--- src/rtl/branch_lut_writer.sv ---
// Loadable 64 x 7 branch-target table with a byte-stream command port.
// Fetch reads the table combinationally; CLEAR sweeps one entry per cycle.
module branch_lut_writer #(
  parameter int DEPTH = 64,
  parameter int TW    = 7
) (
  input  logic                     Clk,
  input  logic                     Reset,
  input  logic                     in_valid,
  input  logic [7:0]               in_data,
  output logic                     in_ready,
  input  logic [$clog2(DEPTH)-1:0] rd_index,
  output logic [TW-1:0]            rd_target,
  output logic                     busy,
  output logic [6:0]               wr_count,
  output logic                     err
);

  localparam int IW = $clog2(DEPTH);

  typedef enum logic [1:0] {
    IDLE,
    GET_TGT,
    CLEAR
  } state_t;

  state_t state, state_nx;

  logic [TW-1:0] tbl [DEPTH];
  logic [IW-1:0] idx_q;
  logic [IW-1:0] ptr;
  logic          fire;
  logic [1:0]    op;
  logic          last;

  assign fire = in_valid && in_ready;
  assign op   = in_data[7:6];
  assign last = (ptr == IW'(DEPTH - 1));

  always_ff @(posedge Clk or posedge Reset) begin
    if (Reset) state <= IDLE;
    else       state <= state_nx;
  end

  always_comb begin
    state_nx = state;
    unique case (state)
      IDLE: begin
        if (fire) begin
          unique case (op)
            2'b00:   state_nx = GET_TGT;
            2'b01:   state_nx = CLEAR;
            default: state_nx = IDLE;
          endcase
        end
      end
      GET_TGT: if (fire) state_nx = IDLE;
      CLEAR:   if (last) state_nx = IDLE;
      default: state_nx = IDLE;
    endcase
  end

  always_comb begin
    in_ready = (state != CLEAR);
    busy     = (state != IDLE);
  end

  // Table and bookkeeping; ptr wraps to 0 naturally on the final sweep write.
  always_ff @(posedge Clk or posedge Reset) begin
    if (Reset) begin
      for (int i = 0; i < DEPTH; i++) tbl[i] <= '0;
      idx_q    <= '0;
      ptr      <= '0;
      wr_count <= '0;
      err      <= 1'b0;
    end else begin
      unique case (state)
        IDLE: begin
          if (fire) begin
            unique case (op)
              2'b00:   idx_q <= in_data[IW-1:0];
              2'b01:   ptr   <= '0;
              2'b11:   err   <= 1'b1;
              default: ;
            endcase
          end
        end
        GET_TGT: begin
          if (fire) begin
            if (!in_data[7]) begin
              tbl[idx_q] <= in_data[TW-1:0];
              if (wr_count != 7'h7F)
                wr_count <= wr_count + 7'd1;
            end else begin
              err <= 1'b1;
            end
          end
        end
        CLEAR: begin
          tbl[ptr] <= '0;
          ptr      <= ptr + IW'(1);
          if (last) begin
            wr_count <= '0;
            err      <= 1'b0;
          end
        end
        default: ;
      endcase
    end
  end

  assign rd_target = tbl[rd_index];

endmodule
--- config.mk ---
export PLATFORM = sky130hd
export DESIGN_NAME = branch_lut_writer
export DESIGN_NICKNAME = d
export VERILOG_FILES = /design/src/rtl/branch_lut_writer.sv
export SDC_FILE = /design/constraint.sdc
export NUM_CORES = 1
export LEC_CHECK = 0
export CAP_MARGIN = 10
export CORE_MARGIN = 3
export CORE_UTILIZATION = 53
export CTS_CLUSTER_DIAMETER = 150
export CTS_CLUSTER_SIZE = 40
export DETAILED_ROUTE_END_ITERATION = 10
export PLACE_DENSITY = 0.82
export SKIP_CTS_REPAIR_TIMING = 1
export SYNTH_ARGS = -nofsm -noshare
export SYNTH_HDL_FRONTEND = slang
export SYNTH_SLANG_ARGS = --single-unit
--- constraint.sdc ---
create_clock -name Clk -period 13.9 [get_ports Clk]
set_clock_uncertainty 0.1 [all_clocks]
set_input_delay 1.39 -clock Clk [delete_from_list [all_inputs] [get_ports Clk]]
set_output_delay 1.39 -clock Clk [all_outputs]
set_load 0.03 [all_outputs]
==> impl_metrics.prom <==
# TYPE chip_impl_metric gauge
chip_impl_info{name="outcome",value="completed"} 1
chip_impl_info{name="layout.cells.most_common",value="sky130_fd_sc_hd__dfrtp_1"} 1
chip_impl_metric{name="grt_pass1_vias",unit=""} 16100
chip_impl_metric{name="yosysWarningCount",unit=""} 0
chip_impl_metric{name="num_vias",unit=""} 16100
chip_impl_metric{name="area_growth",unit="%"} 3.88
chip_impl_metric{name="grt-ovfl-total",unit=""} 0
chip_impl_info{name="grt_setup_unrepaired",value="false"} 1
chip_impl_metric{name="grt_antenna_before_repair",unit=""} 0
chip_impl_metric{name="hold_viol",unit=""} 0
chip_impl_metric{name="clock_sinks",unit=""} 470
chip_impl_metric{name="gp_routability_congestion",unit=""} 0.945
chip_impl_metric{name="cp_data_arrival_time",unit="ns"} 4.88
chip_impl_metric{name="core",unit="sq um"} 41100
chip_impl_metric{name="max_freq",unit="MHz"} 157
chip_impl_metric{name="largest_net_degree_at_the_start_of_global_routing",unit=""} 211
chip_impl_metric{name="fillerInstances",unit=""} 3283
chip_impl_info{name="cts-root-buf",value="sky130_fd_sc_hd__clkbuf_16"} 1
chip_impl_metric{name="synthesis.area",unit="sq um"} 22200
chip_impl_metric{name="critical-path-max-stage-delay",unit="ns"} 0.72
chip_impl_metric{name="path_max_fanout",unit=""} 47
chip_impl_metric{name="detail_route.wirelength",unit="microns"} 62700
chip_impl_metric{name="grt_pass1_wl",unit="microns"} 98200
chip_impl_metric{name="worst_margin_pin_slew",unit="ns"} 1.27
chip_impl_metric{name="post_detailed_route_wirelength_per_cell",unit="microns"} 29.2
chip_impl_info{name="most-common-layout-cells",value="sky130_fd_sc_hd__dfrtp_1 (470), sky130_fd_sc_hd__a22o_1 (456), sky130_fd_sc_hd__mux4_2 (107)"} 1
chip_impl_metric{name="period_needed",unit="ns"} 6.37
chip_impl_metric{name="ctsHtreeMaxLevel",unit=""} 1
chip_impl_metric{name="critical_path_buffer_and_inverter_count",unit=""} 3
chip_impl_metric{name="route.detailed.drc",unit=""} 0
chip_impl_metric{name="hold_ws",unit="ns"} 0.419
chip_impl_info{name="hold_path_class",value="register to register"} 1
chip_impl_info{name="synthFlopType",value="sky130_fd_sc_hd__dfrtp_1"} 1
chip_impl_metric{name="total_count_of_max_transition_violations_in_the_final_report",unit=""} 0
chip_impl_metric{name="die-width",unit="microns"} 211
chip_impl_metric{name="clkLatencyLatePin",unit="ns"} 0.55
chip_impl_metric{name="async_flop_share",unit=""} 1.00
chip_impl_metric{name="initial_utilization",unit=""} 0.541
chip_impl_metric{name="diodes",unit=""} 0
chip_impl_metric{name="setup_viol_count_final",unit=""} 0
chip_impl_info{name="cp_cell_sequence",value="buf_4 -> buf_4 -> nand2b_1 -> o22ai_1 -> o32ai_1 -> a22o_1 -> clkdlybuf4s50_1"} 1
chip_impl_metric{name="post_synth.cell_area_avg",unit="sq um"} 13.2
chip_impl_info{name="crit_path_leading_delay_family",value="buffers and inverters"} 1
chip_impl_metric{name="grt_usage",unit=""} 0.282
chip_impl_metric{name="ctsLongestPathBuffers",unit=""} 3
chip_impl_metric{name="power.static_leakage",unit="uW"} 0.00952
chip_impl_info{name="tritoncts_clock_tree",value="built"} 1
chip_impl_info{name="cp-end-kind",value="output port"} 1
chip_impl_info{name="critical_path.startpoint_type",value="input port"} 1
chip_impl_metric{name="buffer_ports.inserted",unit=""} 33
chip_impl_metric{name="synth_cell_type_count",unit=""} 53
chip_impl_metric{name="via_per_inst",unit=""} 7.49
chip_impl_metric{name="final_setup_tns",unit="ns"} 0
chip_impl_metric{name="netlist_instances",unit=""} 1687
chip_impl_metric{name="final_antenna_net_count",unit=""} 0
chip_impl_metric{name="num_rows",unit=""} 74
chip_impl_metric{name="synth-seq-area-share",unit=""} 0.529
chip_impl_metric{name="layout_worst_path_cycle_share",unit=""} 0.458
chip_impl_metric{name="drive_above_1_share",unit=""} 0.156
chip_impl_metric{name="numCtsBuffers",unit=""} 15
chip_impl_metric{name="drt_pre_antenna_iters",unit=""} 5
chip_impl_metric{name="detailedPlacementHpwl",unit="microns"} 39600
chip_impl_metric{name="design.final.nets",unit=""} 1637
chip_impl_metric{name="post_route_insts_no_fill",unit=""} 2146
chip_impl_metric{name="irDropWorstVdd",unit="mV"} 0.159
chip_impl_metric{name="die_height",unit="microns"} 211
chip_impl_metric{name="die_area",unit="sq um"} 44500
chip_impl_info{name="criticalPathCategory",value="input port to output port"} 1
chip_impl_info{name="cpMostUsedCell",value="sky130_fd_sc_hd__buf_4"} 1
chip_impl_metric{name="syn_nets",unit=""} 1709
chip_impl_metric{name="p_per_area",unit="nW/um^2"} 198
chip_impl_metric{name="cap_violations",unit=""} 0
chip_impl_metric{name="worst_slew_margin_rel",unit=""} 0.152
chip_impl_metric{name="place.detailed.instances",unit=""} 2129
chip_impl_metric{name="synth-seq-cells",unit=""} 470
chip_impl_info{name="worst_path_max_delay_cell",value="sky130_fd_sc_hd__buf_4"} 1
chip_impl_metric{name="critPathRequiredTime",unit="ns"} 12.41
chip_impl_metric{name="number_of_flops_mapped_to_enable_cells_by_yosys",unit=""} 0
chip_impl_metric{name="drtIter0Drc",unit=""} 2205
chip_impl_metric{name="boundaryPins",unit=""} 34
chip_impl_metric{name="clk_pin_slew_worst_setup_hold_paths",unit="ns"} 0.14
==> state kept, by name (all words and copies together) (netlist names) <==
name / flops
ptr: 6
err: 1
idx_q: 6
wr_count: 7
state: 2
tbl: 448
==> power breakdown <==
part | total [uW] | switching [uW] | internal, uW
Combinational | 1580 | 761 | 822
Clock | 609 | 408 | 200
Sequential | 2380 | 424 | 1960
Total | 4570 | 1590 | 2980
==> cells in the mapped netlist, types with 7 or more instances <==
| master | number | area (sq um) |
|---|---|---|
| sky130_fd_sc_hd__a21oi_1 | 16 | 80.1 |
| sky130_fd_sc_hd__clkbuf_1 | 77 | 289 |
| sky130_fd_sc_hd__dfrtp_1 | 470 | 11800 |
| sky130_fd_sc_hd__o21ai_0 | 12 | 60.1 |
| sky130_fd_sc_hd__o22ai_1 | 16 | 100 |
| sky130_fd_sc_hd__nand2_1 | 32 | 120 |
| sky130_fd_sc_hd__mux4_2 | 107 | 2410 |
| sky130_fd_sc_hd__buf_2 | 40 | 200 |
| sky130_fd_sc_hd__and3_1 | 57 | 357 |
| sky130_fd_sc_hd__nand3b_1 | 7 | 52.6 |
| sky130_fd_sc_hd__nor3_1 | 54 | 270 |
| sky130_fd_sc_hd__o21ai_2 | 9 | 78.8 |
| sky130_fd_sc_hd__o31ai_1 | 15 | 113 |
| sky130_fd_sc_hd__nor2b_1 | 9 | 56.3 |
| sky130_fd_sc_hd__a211oi_1 | 8 | 60.1 |
| sky130_fd_sc_hd__buf_4 | 14 | 105 |
| sky130_fd_sc_hd__nand2b_1 | 15 | 93.8 |
| sky130_fd_sc_hd__o221ai_1 | 8 | 70.1 |
| sky130_fd_sc_hd__o21ai_1 | 49 | 245 |
| sky130_fd_sc_hd__nand3_1 | 18 | 90.1 |
| sky130_fd_sc_hd__nor2_2 | 39 | 244 |
| sky130_fd_sc_hd__nor2_1 | 34 | 128 |
| sky130_fd_sc_hd__mux2_2 | 14 | 158 |
| sky130_fd_sc_hd__a22o_1 | 456 | 3990 |
| sky130_fd_sc_hd__nor2_4 | 21 | 236 |
| sky130_fd_sc_hd__o32ai_1 | 7 | 61.3 |
| sky130_fd_sc_hd__mux2i_1 | 16 | 160 |
==> through the flow <==
step	util	cell area, sq um	power [uW]	worst slack, ns
3_5_place_dp	0.552	22700	3920	7.53
5_1_grt	0.562	23100	4750	7.26
6_report	0.562	23100	4570	7.53
2_1_floorplan	-	22300	3430	6.05
4_1_cts	0.562	23100	4520	7.52
3_3_place_gp	0.552	22700	3840	7.58
==> per-layer routing <==
metal	part of all wire	wire [microns]	GRT usage	up-vias
li1	-	-	-	6526
met4	0.049	3070	0.127	0
met3	0.11	7150	0.0685	176
met1	0.39	24400	0.398	8298
met5	0	0	0	-
met2	0.45	28100	0.420	1084
==> layout make-up <==
cell class	instances	area, sq um	share of cell area
timing repair buffer	51	452	0.0195
clock buffer	15	375	0.0162
multi-input combinational	1071	9820	0.425
sequential	470	11800	0.509
inverter	6	26.3	0.00114
clock inverter	1	11.3	0.000487
tap	532	666	0.0288
==> logic make-up after synthesis <==
group	share of synthesized area
DFF	0.529
and+or+nand+nor	0.0852
AOI/OAI and AO/OA	0.222
muxes	0.129
adders and majority gates	0.00281
buffers and inverters	0.0315
xor gates and xnor gates	0.00157
==> path summary, 6_finish.rpt <==
check | endpoint | startpoint | slack (ns) | cells past startpoint
worst max-delay path | rd_target[3] | rd_index[0] | 7.53 | 7
worst min-delay path | tbl[436]$_DFFE_PP0P_ | tbl[436]$_DFFE_PP0P_ | 0.42 | 1
worst max register to register | tbl[252]$_DFFE_PP0P_ | state[0]$_DFFE_PP0P_ | 9.90 | 9
worst min register to register | tbl[436]$_DFFE_PP0P_ | tbl[436]$_DFFE_PP0P_ | 0.42 | 1
max in group asynchronous | tbl[4]$_DFFE_PP0P_ | Reset | 9.40 | 6
min in group asynchronous | tbl[353]$_DFFE_PP0P_ | Reset | 1.28 | 2
Power figures use the tool's default switching activity.
